File: config.mk
export PLATFORM = sky130hd
export DESIGN_NAME = pipe_issue_ctrl
export DESIGN_NICKNAME = d
export VERILOG_FILES = /design/src/rtl/pipe_ctrl_pkg.sv /design/src/rtl/pipe_instr_fifo.sv /design/src/rtl/pipe_issue_ctrl.sv
export SDC_FILE = /design/constraint.sdc
export NUM_CORES = 1
export LEC_CHECK = 0
export BUFFER_PORTS_ARGS = -buffer_cell sky130_fd_sc_hd__buf_2
export CAP_MARGIN = 25
export CORE_MARGIN = 3
export CORE_UTILIZATION = 50
export CTS_CLUSTER_DIAMETER = 60
export DETAILED_ROUTE_END_ITERATION = 7
export HOLD_SLACK_MARGIN = 0.08
export PLACE_DENSITY = 0.7
export SYNTH_ARGS = -nofsm -noshare
export SYNTH_HDL_FRONTEND = slang
export SYNTH_HIERARCHICAL = 1
export SYNTH_SLANG_ARGS = --single-unit
File: constraint.sdc
create_clock -name clk -period 4 [get_ports clk]
set_clock_uncertainty 0.15 [all_clocks]
set_input_delay 0.4 -clock clk [delete_from_list [all_inputs] [get_ports clk]]
set_output_delay 0.4 -clock clk [all_outputs]
set_load 0.01 [all_outputs]
File: src/rtl/pipe_ctrl_pkg.sv
// Shared definitions for the 24-bit instruction word: field layout, function
// codes and the operand-use decode used by the issue controller and datapath.
package pipe_ctrl_pkg;

    localparam int INSTR_W  = 24;
    localparam int REG_W    = 4;
    localparam int FUNC_W   = 4;
    localparam int ADDR_W   = 8;
    localparam int FUNC_LSB = 20;
    localparam int RD_LSB   = 16;
    localparam int RS1_LSB  = 12;
    localparam int RS2_LSB  = 8;
    localparam int ADDR_LSB = 0;

    localparam logic [FUNC_W-1:0] FN_ADD  = 4'd0;
    localparam logic [FUNC_W-1:0] FN_SUB  = 4'd1;
    localparam logic [FUNC_W-1:0] FN_AND  = 4'd2;
    localparam logic [FUNC_W-1:0] FN_MOVA = 4'd3;
    localparam logic [FUNC_W-1:0] FN_MOVB = 4'd4;
    localparam logic [FUNC_W-1:0] FN_OR   = 4'd5;
    localparam logic [FUNC_W-1:0] FN_XOR  = 4'd6;
    localparam logic [FUNC_W-1:0] FN_CMP  = 4'd7;
    localparam logic [FUNC_W-1:0] FN_LD   = 4'd8;
    localparam logic [FUNC_W-1:0] FN_ST   = 4'd9;
    localparam logic [FUNC_W-1:0] FN_SHR  = 4'd10;
    localparam logic [FUNC_W-1:0] FN_SHL  = 4'd11;

    function automatic logic is_legal(input logic [FUNC_W-1:0] func);
        return func <= FN_SHL;
    endfunction

    function automatic logic uses_rs1(input logic [FUNC_W-1:0] func);
        case (func)
            FN_ADD, FN_SUB, FN_AND, FN_OR, FN_XOR, FN_CMP,
            FN_MOVA, FN_LD, FN_SHR, FN_SHL: return 1'b1;
            default:                        return 1'b0;
        endcase
    endfunction

    function automatic logic uses_rs2(input logic [FUNC_W-1:0] func);
        case (func)
            FN_ADD, FN_SUB, FN_AND, FN_OR, FN_XOR, FN_CMP,
            FN_MOVB, FN_ST: return 1'b1;
            default:        return 1'b0;
        endcase
    endfunction

endpackage

File: src/rtl/pipe_instr_fifo.sv
// Synchronous FIFO with occupancy count; the caller guarantees no push when
// full and no pop when empty.
module pipe_instr_fifo #(
    parameter int WIDTH = 24,
    parameter int DEPTH = 4
) (
    input  logic                       clk,
    input  logic                       rst,
    input  logic                       push,
    input  logic [WIDTH-1:0]           wdata,
    input  logic                       pop,
    output logic [WIDTH-1:0]           rdata,
    output logic [$clog2(DEPTH):0]     count
);
    localparam int AW = $clog2(DEPTH);
    localparam int CW = AW + 1;

    logic [WIDTH-1:0] mem [DEPTH];
    logic [AW-1:0]    wr_ptr;
    logic [AW-1:0]    rd_ptr;

    always_ff @(posedge clk) begin
        if (push) begin
            mem[wr_ptr] <= wdata;
        end
    end

    always_ff @(posedge clk or posedge rst) begin
        if (rst) begin
            wr_ptr <= '0;
            rd_ptr <= '0;
            count  <= '0;
        end else begin
            if (push) wr_ptr <= wr_ptr + AW'(1);
            if (pop)  rd_ptr <= rd_ptr + AW'(1);
            count <= count + CW'(push) - CW'(pop);
        end
    end

    assign rdata = mem[rd_ptr];

endmodule

File: src/rtl/pipe_issue_ctrl.sv
// Issue controller: buffers instructions, holds the head on a RAW hazard
// against in-flight writes, drops illegal codes and issues one per cycle.
module pipe_issue_ctrl
    import pipe_ctrl_pkg::*;
#(
    parameter int FIFO_DEPTH = 4,
    parameter int WB_LAT     = 3
) (
    input  logic                clk,
    input  logic                rst,
    input  logic                in_valid,
    output logic                in_ready,
    input  logic [INSTR_W-1:0]  in_instr,
    output logic                iss_valid,
    output logic [FUNC_W-1:0]   iss_func,
    output logic [REG_W-1:0]    iss_rd,
    output logic [REG_W-1:0]    iss_rs1,
    output logic [REG_W-1:0]    iss_rs2,
    output logic [ADDR_W-1:0]   iss_addr,
    output logic                stall,
    output logic                busy,
    output logic [7:0]          illegal_cnt,
    output logic [15:0]         issue_cnt
);
    localparam int CW = $clog2(FIFO_DEPTH) + 1;

    logic [CW-1:0]      fifo_count;
    logic [INSTR_W-1:0] head;
    logic               head_valid;
    logic               push;
    logic               pop;
    logic               issue;
    logic               drop;
    logic               legal;
    logic               hazard;

    logic [FUNC_W-1:0]  head_func;
    logic [REG_W-1:0]   head_rd;
    logic [REG_W-1:0]   head_rs1;
    logic [REG_W-1:0]   head_rs2;
    logic [ADDR_W-1:0]  head_addr;

    logic [WB_LAT-1:0]  sb_valid;
    logic [REG_W-1:0]   sb_rd [WB_LAT];

    // Handshake: a word transfers on a rising edge where in_valid && in_ready;
    // in_ready depends only on registered occupancy, never on in_valid.
    assign in_ready = !rst && (fifo_count != CW'(FIFO_DEPTH));
    assign push     = in_valid && in_ready;

    pipe_instr_fifo #(
        .WIDTH (INSTR_W),
        .DEPTH (FIFO_DEPTH)
    ) u_fifo (
        .clk   (clk),
        .rst   (rst),
        .push  (push),
        .wdata (in_instr),
        .pop   (pop),
        .rdata (head),
        .count (fifo_count)
    );

    assign head_valid = (fifo_count != '0);
    assign head_func  = head[FUNC_LSB +: FUNC_W];
    assign head_rd    = head[RD_LSB   +: REG_W];
    assign head_rs1   = head[RS1_LSB  +: REG_W];
    assign head_rs2   = head[RS2_LSB  +: REG_W];
    assign head_addr  = head[ADDR_LSB +: ADDR_W];
    assign legal      = is_legal(head_func);

    // The oldest slot's write lands on the edge a consumer would issue, so it
    // no longer blocks; it is kept only so busy covers the full write-back.
    always_comb begin
        hazard = 1'b0;
        for (int k = 0; k < WB_LAT; k++) begin
            if ((k < WB_LAT - 1) && sb_valid[k] &&
                ((uses_rs1(head_func) && (sb_rd[k] == head_rs1)) ||
                 (uses_rs2(head_func) && (sb_rd[k] == head_rs2)))) begin
                hazard = 1'b1;
            end
        end
    end

    assign issue = head_valid && legal && !hazard;
    assign drop  = head_valid && !legal;
    assign pop   = issue || drop;
    assign stall = head_valid && legal && hazard;
    assign busy  = head_valid || (|sb_valid);

    always_ff @(posedge clk or posedge rst) begin
        if (rst) begin
            for (int k = 0; k < WB_LAT; k++) begin
                sb_valid[k] <= 1'b0;
                sb_rd[k]    <= '0;
            end
        end else begin
            for (int k = WB_LAT - 1; k > 0; k--) begin
                sb_valid[k] <= sb_valid[k-1];
                sb_rd[k]    <= sb_rd[k-1];
            end
            sb_valid[0] <= issue;
            sb_rd[0]    <= issue ? head_rd : '0;
        end
    end

    always_ff @(posedge clk or posedge rst) begin
        if (rst) begin
            iss_valid   <= 1'b0;
            iss_func    <= '0;
            iss_rd      <= '0;
            iss_rs1     <= '0;
            iss_rs2     <= '0;
            iss_addr    <= '0;
            illegal_cnt <= '0;
            issue_cnt   <= '0;
        end else begin
            iss_valid <= issue;
            if (issue) begin
                iss_func  <= head_func;
                iss_rd    <= head_rd;
                iss_rs1   <= head_rs1;
                iss_rs2   <= head_rs2;
                iss_addr  <= head_addr;
                issue_cnt <= issue_cnt + 16'd1;
            end
            if (drop && (illegal_cnt != 8'hFF)) begin
                illegal_cnt <= illegal_cnt + 8'd1;
            end
        end
    end

endmodule

==> impl_metrics.yaml <==
floorplan:
  placeableCoreArea_um2: 12400
  die_height_um: 120
  floorplan.rows: 40
  boundaryPins: 79
  initial_utilization: 0.524
  fp.dieArea_um2: 14400
  die_x_um: 120
route:
  dr_total_vias: 3448
  routed_via_density: 5.23
  ant_nets: 0
  postRouteWirelength_um: 12100
  drc_violation_total_after_the_first_tritonroute_iteration: 240
  drt_pass1_iterations: 4
  drcViolationCount: 0
  routedWlPerCell_um: 18.3
pwr:
  total_internal_power_uw: 4280
  power.net_switching_uw: 1990
  power.ir.vdd_worst_mv: 0.390
  p_per_area_nw_per_um2: 795
  power.switching_fraction: 0.317
  power.share.combinational: 0.349
  static_leakage_uw: 0.00314
  power_frac_clock: 0.256
  seqPwrFrac: 0.396
timing:
  setup-tns-final_ns: 0
  whs_ns: 0.315
  final.period_utilization: 0.924
  maxSlewHeadroom: 0.411
  setup_viol: 0
  finalHoldViolations: 0
  rsz0062_at_grt: "false"
  report.final.slew_viol_count: 0
  fin_ws_ns: 0.304
  clock.fmax_mhz: 271
  max_slew.worst_pin.slew_ns: 0.883
  period_needed_ns: 3.70
setup_path:
  arrival_ns: 3.89
  launching_point_of_the_worst_reg2reg_path: "u_fifo/rd_ptr[0]"
  crit_path_end_kind: "flop"
  crit_chain: "buf_4, mux4_2, nor2b_1, o21ai_0, nand2_1, o21ai_2, a22o_2, nor2_1, ha_1, inv_1, ha_1, fa_1, xnor2_1, xnor2_1"
  critical_path.n_buffers_inverters: 2
  path_max_fanout: 11
  timing.critical_path.max_delay_family: "adder cells"
  crit_path_start_kind: "flop"
  cpPeakStageDelay_ns: 0.55
  timing.critical_path.required_ns: 4.19
  crit-reg2reg-capture: "u_fifo/count[2]"
  worst-r2r-setup-slack_ns: 0.30
  cp_slowest_cell: "dfrtp_4"
  criticalPathCategory: "flop to flop"
  reg2regPathDepth: 14
place:
  detailedPlacementHpwl_um: 7870
  globalplace.congestion: 0.787
  portBuffers: 78
  detailedPlace.worstSlack_ns: 0.162
yosys:
  ys.flop_type: "edfxtp_1"
  synth.lib_cells_used.distinct: 36
  synth_edf_count: 96
  synthesized_flop_and_latch_total: 162
  avgSynthCellArea_um2: 18.2
  synth_async_sr_flop_share: 0.407
  synth.yosys.seq_area_share: 0.700
  yosys_warnings: 6
  syn-num-nets: 393
  synth_cell_area_um2: 6480
  postSynthCellCount: 357
job:
  maxCapViolations: 0
cts:
  clock_pin_transition_on_the_worst_setup_and_hold_timing_paths_ns: 0.06
  clk_latency_ns: 0.41
  tritoncts: "built"
  tritoncts_num_sinks: 162
  post_cts_setup_buffers: 0
  cts_buffer_depth: 2
  htree_levels: 4
  numCtsBuffers: 17
  root_buffer: "clkbuf_16"
final_layout:
  area_growth_syn_to_layout_pct: 21.9
  antenna_cells: 0
  layout-drive-gt1-share: 0.346
  nNetsFinal: 515
grt:
  grt_remaining_overflow: 0
  grt_pass1_vias: 3659
  pin_count_of_the_biggest_net_entering_global_routing: 34
  initial_antenna_violation_count: 0
  track_usage: 0.179
  first_pass_grt_wire_length_um: 19400
status:
  status: "finished clean"
min_path:
  timing.hold.worst_path_depth: 3
  timing.hold.worst.class: "primary input to flop"
  hold_path_end: "u_fifo/wr_ptr[0]"
  hold_start: "in_valid"
Yosys cell counts (3+ instances only):
master | instances | area (um^2)
edfxtp_1 | 96 | 2880
dfrtp_1 | 66 | 1650
and2_1 | 11 | 68.8
nand3_1 | 8 | 40.0
inv_1 | 9 | 33.8
mux2_2 | 26 | 293
mux4_1 | 6 | 158
mux4_2 | 18 | 405
buf_2 | 3 | 15.0
nor4_1 | 4 | 25.0
xnor2_1 | 29 | 254
xor2_1 | 14 | 123
nor2_1 | 3 | 11.3
and3_1 | 6 | 37.5
nand4_1 | 8 | 50.1
ha_1 | 8 | 100
nand2_1 | 15 | 56.3
buf_6 | 5 | 56.3
cells in the final DEF, fill, tap and decap left out, types with 3 or more instances in the layout:
cell	n
inv_1	8
nand3_1	8
inv_6	3
mux2_2	26
xor2_1	14
buf_4	12
dfrtp_1	65
clkinvlp_4	3
nand4_1	8
nand2_1	15
bufinv_16	3
and2_1	11
mux4_1	6
xnor2_1	29
mux4_2	18
dlygate4sd3_1	25
and3_1	6
clkbuf_16	17
buf_2	78
edfxtp_1	96
clkinv_1	3
nor4_1	4
nor2_1	3
ha_1	8
metrics by stage:
stage	instances	area [um^2]	util	total power, uW
2_1_floorplan	357	6480	-	4170
3_3_place_gp	603	7050	0.571	4640
3_5_place_dp	603	7050	0.571	4720
4_1_cts	659	7890	0.638	6350
5_1_grt	659	7900	0.639	6650
6_report	659	7900	0.639	6280
worst min-delay path, cell delays in order:
cell and delay (ns):
buf_2 0.08, and2_1 0.26, xor2_1 0.10
sequential cells by signal, indices dropped and copies added, names as in the netlist:
| signal | count |
|---|---|
| sb_rd | 8 |
| u_fifo/rd_ptr | 2 |
| iss_rs2 | 4 |
| illegal_cnt | 8 |
| iss_addr | 8 |
| issue_cnt | 16 |
| u_fifo/count | 3 |
| u_fifo/mem | 96 |
| u_fifo/wr_ptr | 2 |
| iss_rs1 | 4 |
| iss_rd | 4 |
| iss_func | 4 |
| sb_valid | 3 |
cell type report:
class	instances	area, um^2
sequential	162	4540
fill	883	4460
multi-input combinational	174	1800
timing repair buffer	115	731
clock buffer	18	429
tap	168	210
clock inverter	13	159
inverter	9	33.8
cells by family (layout without fill, tap and decap cells):
family | Yosys count | in the layout | share of synthesized area
mux | 51 | 51 | 0.134
compound gates | 8 | 8 | 0.0124
xor+xnor | 43 | 43 | 0.0581
fa+ha+maj | 9 | 9 | 0.0185
buf+inv | 21 | 155 | 0.0236
simple gates | 63 | 63 | 0.0541
flops | 162 | 162 | 0.700
power groups by stage:
stage / Combinational, uW / Clock (uW) / Sequential, uW
after global placement: 2130 / 0 / 2500
after floorplan: 1660 / 0 / 2510
final: 2190 / 1600 / 2480
after detailed placement: 2210 / 0 / 2510
after global routing: 2400 / 1710 / 2540
after CTS: 2240 / 1630 / 2490
repair_timing:
action | in CTS | in global routing
gates resized for setup | 0 | 2
hold endpoints to repair | 129 | 0
hold buffers | 25 | 0
endpoints found under the setup margin | 0 | 1
how the worst max path moves through the flow:
stage,start,to,slack [ns],cells after the start
2_1_floorplan,u_fifo/rd_ptr[0],u_fifo/count[2],0.55,15
3_3_place_gp,u_fifo/rd_ptr[0],u_fifo/count[2],0.27,14
3_5_place_dp,u_fifo/rd_ptr[0],u_fifo/count[2],0.16,14
4_1_cts,u_fifo/rd_ptr[0],u_fifo/count[2],0.13,14
5_1_grt,u_fifo/rd_ptr[0],u_fifo/count[2],0.04,14
6_report,u_fifo/rd_ptr[0],u_fifo/count[2],0.30,14
metal layers:
metal / GRT usage / vias up / share of wire / wire length (um)
met5: 0 / - / 0 / 0
met4: 0.0623 / 0 / 0.0092 / 111
met3: 0.0500 / 10 / 0.041 / 493
met2: 0.299 / 75 / 0.53 / 6340
met1: 0.227 / 1774 / 0.42 / 5120
li1: - / 1589 / - / -
Power figures use the tool's default switching activity.
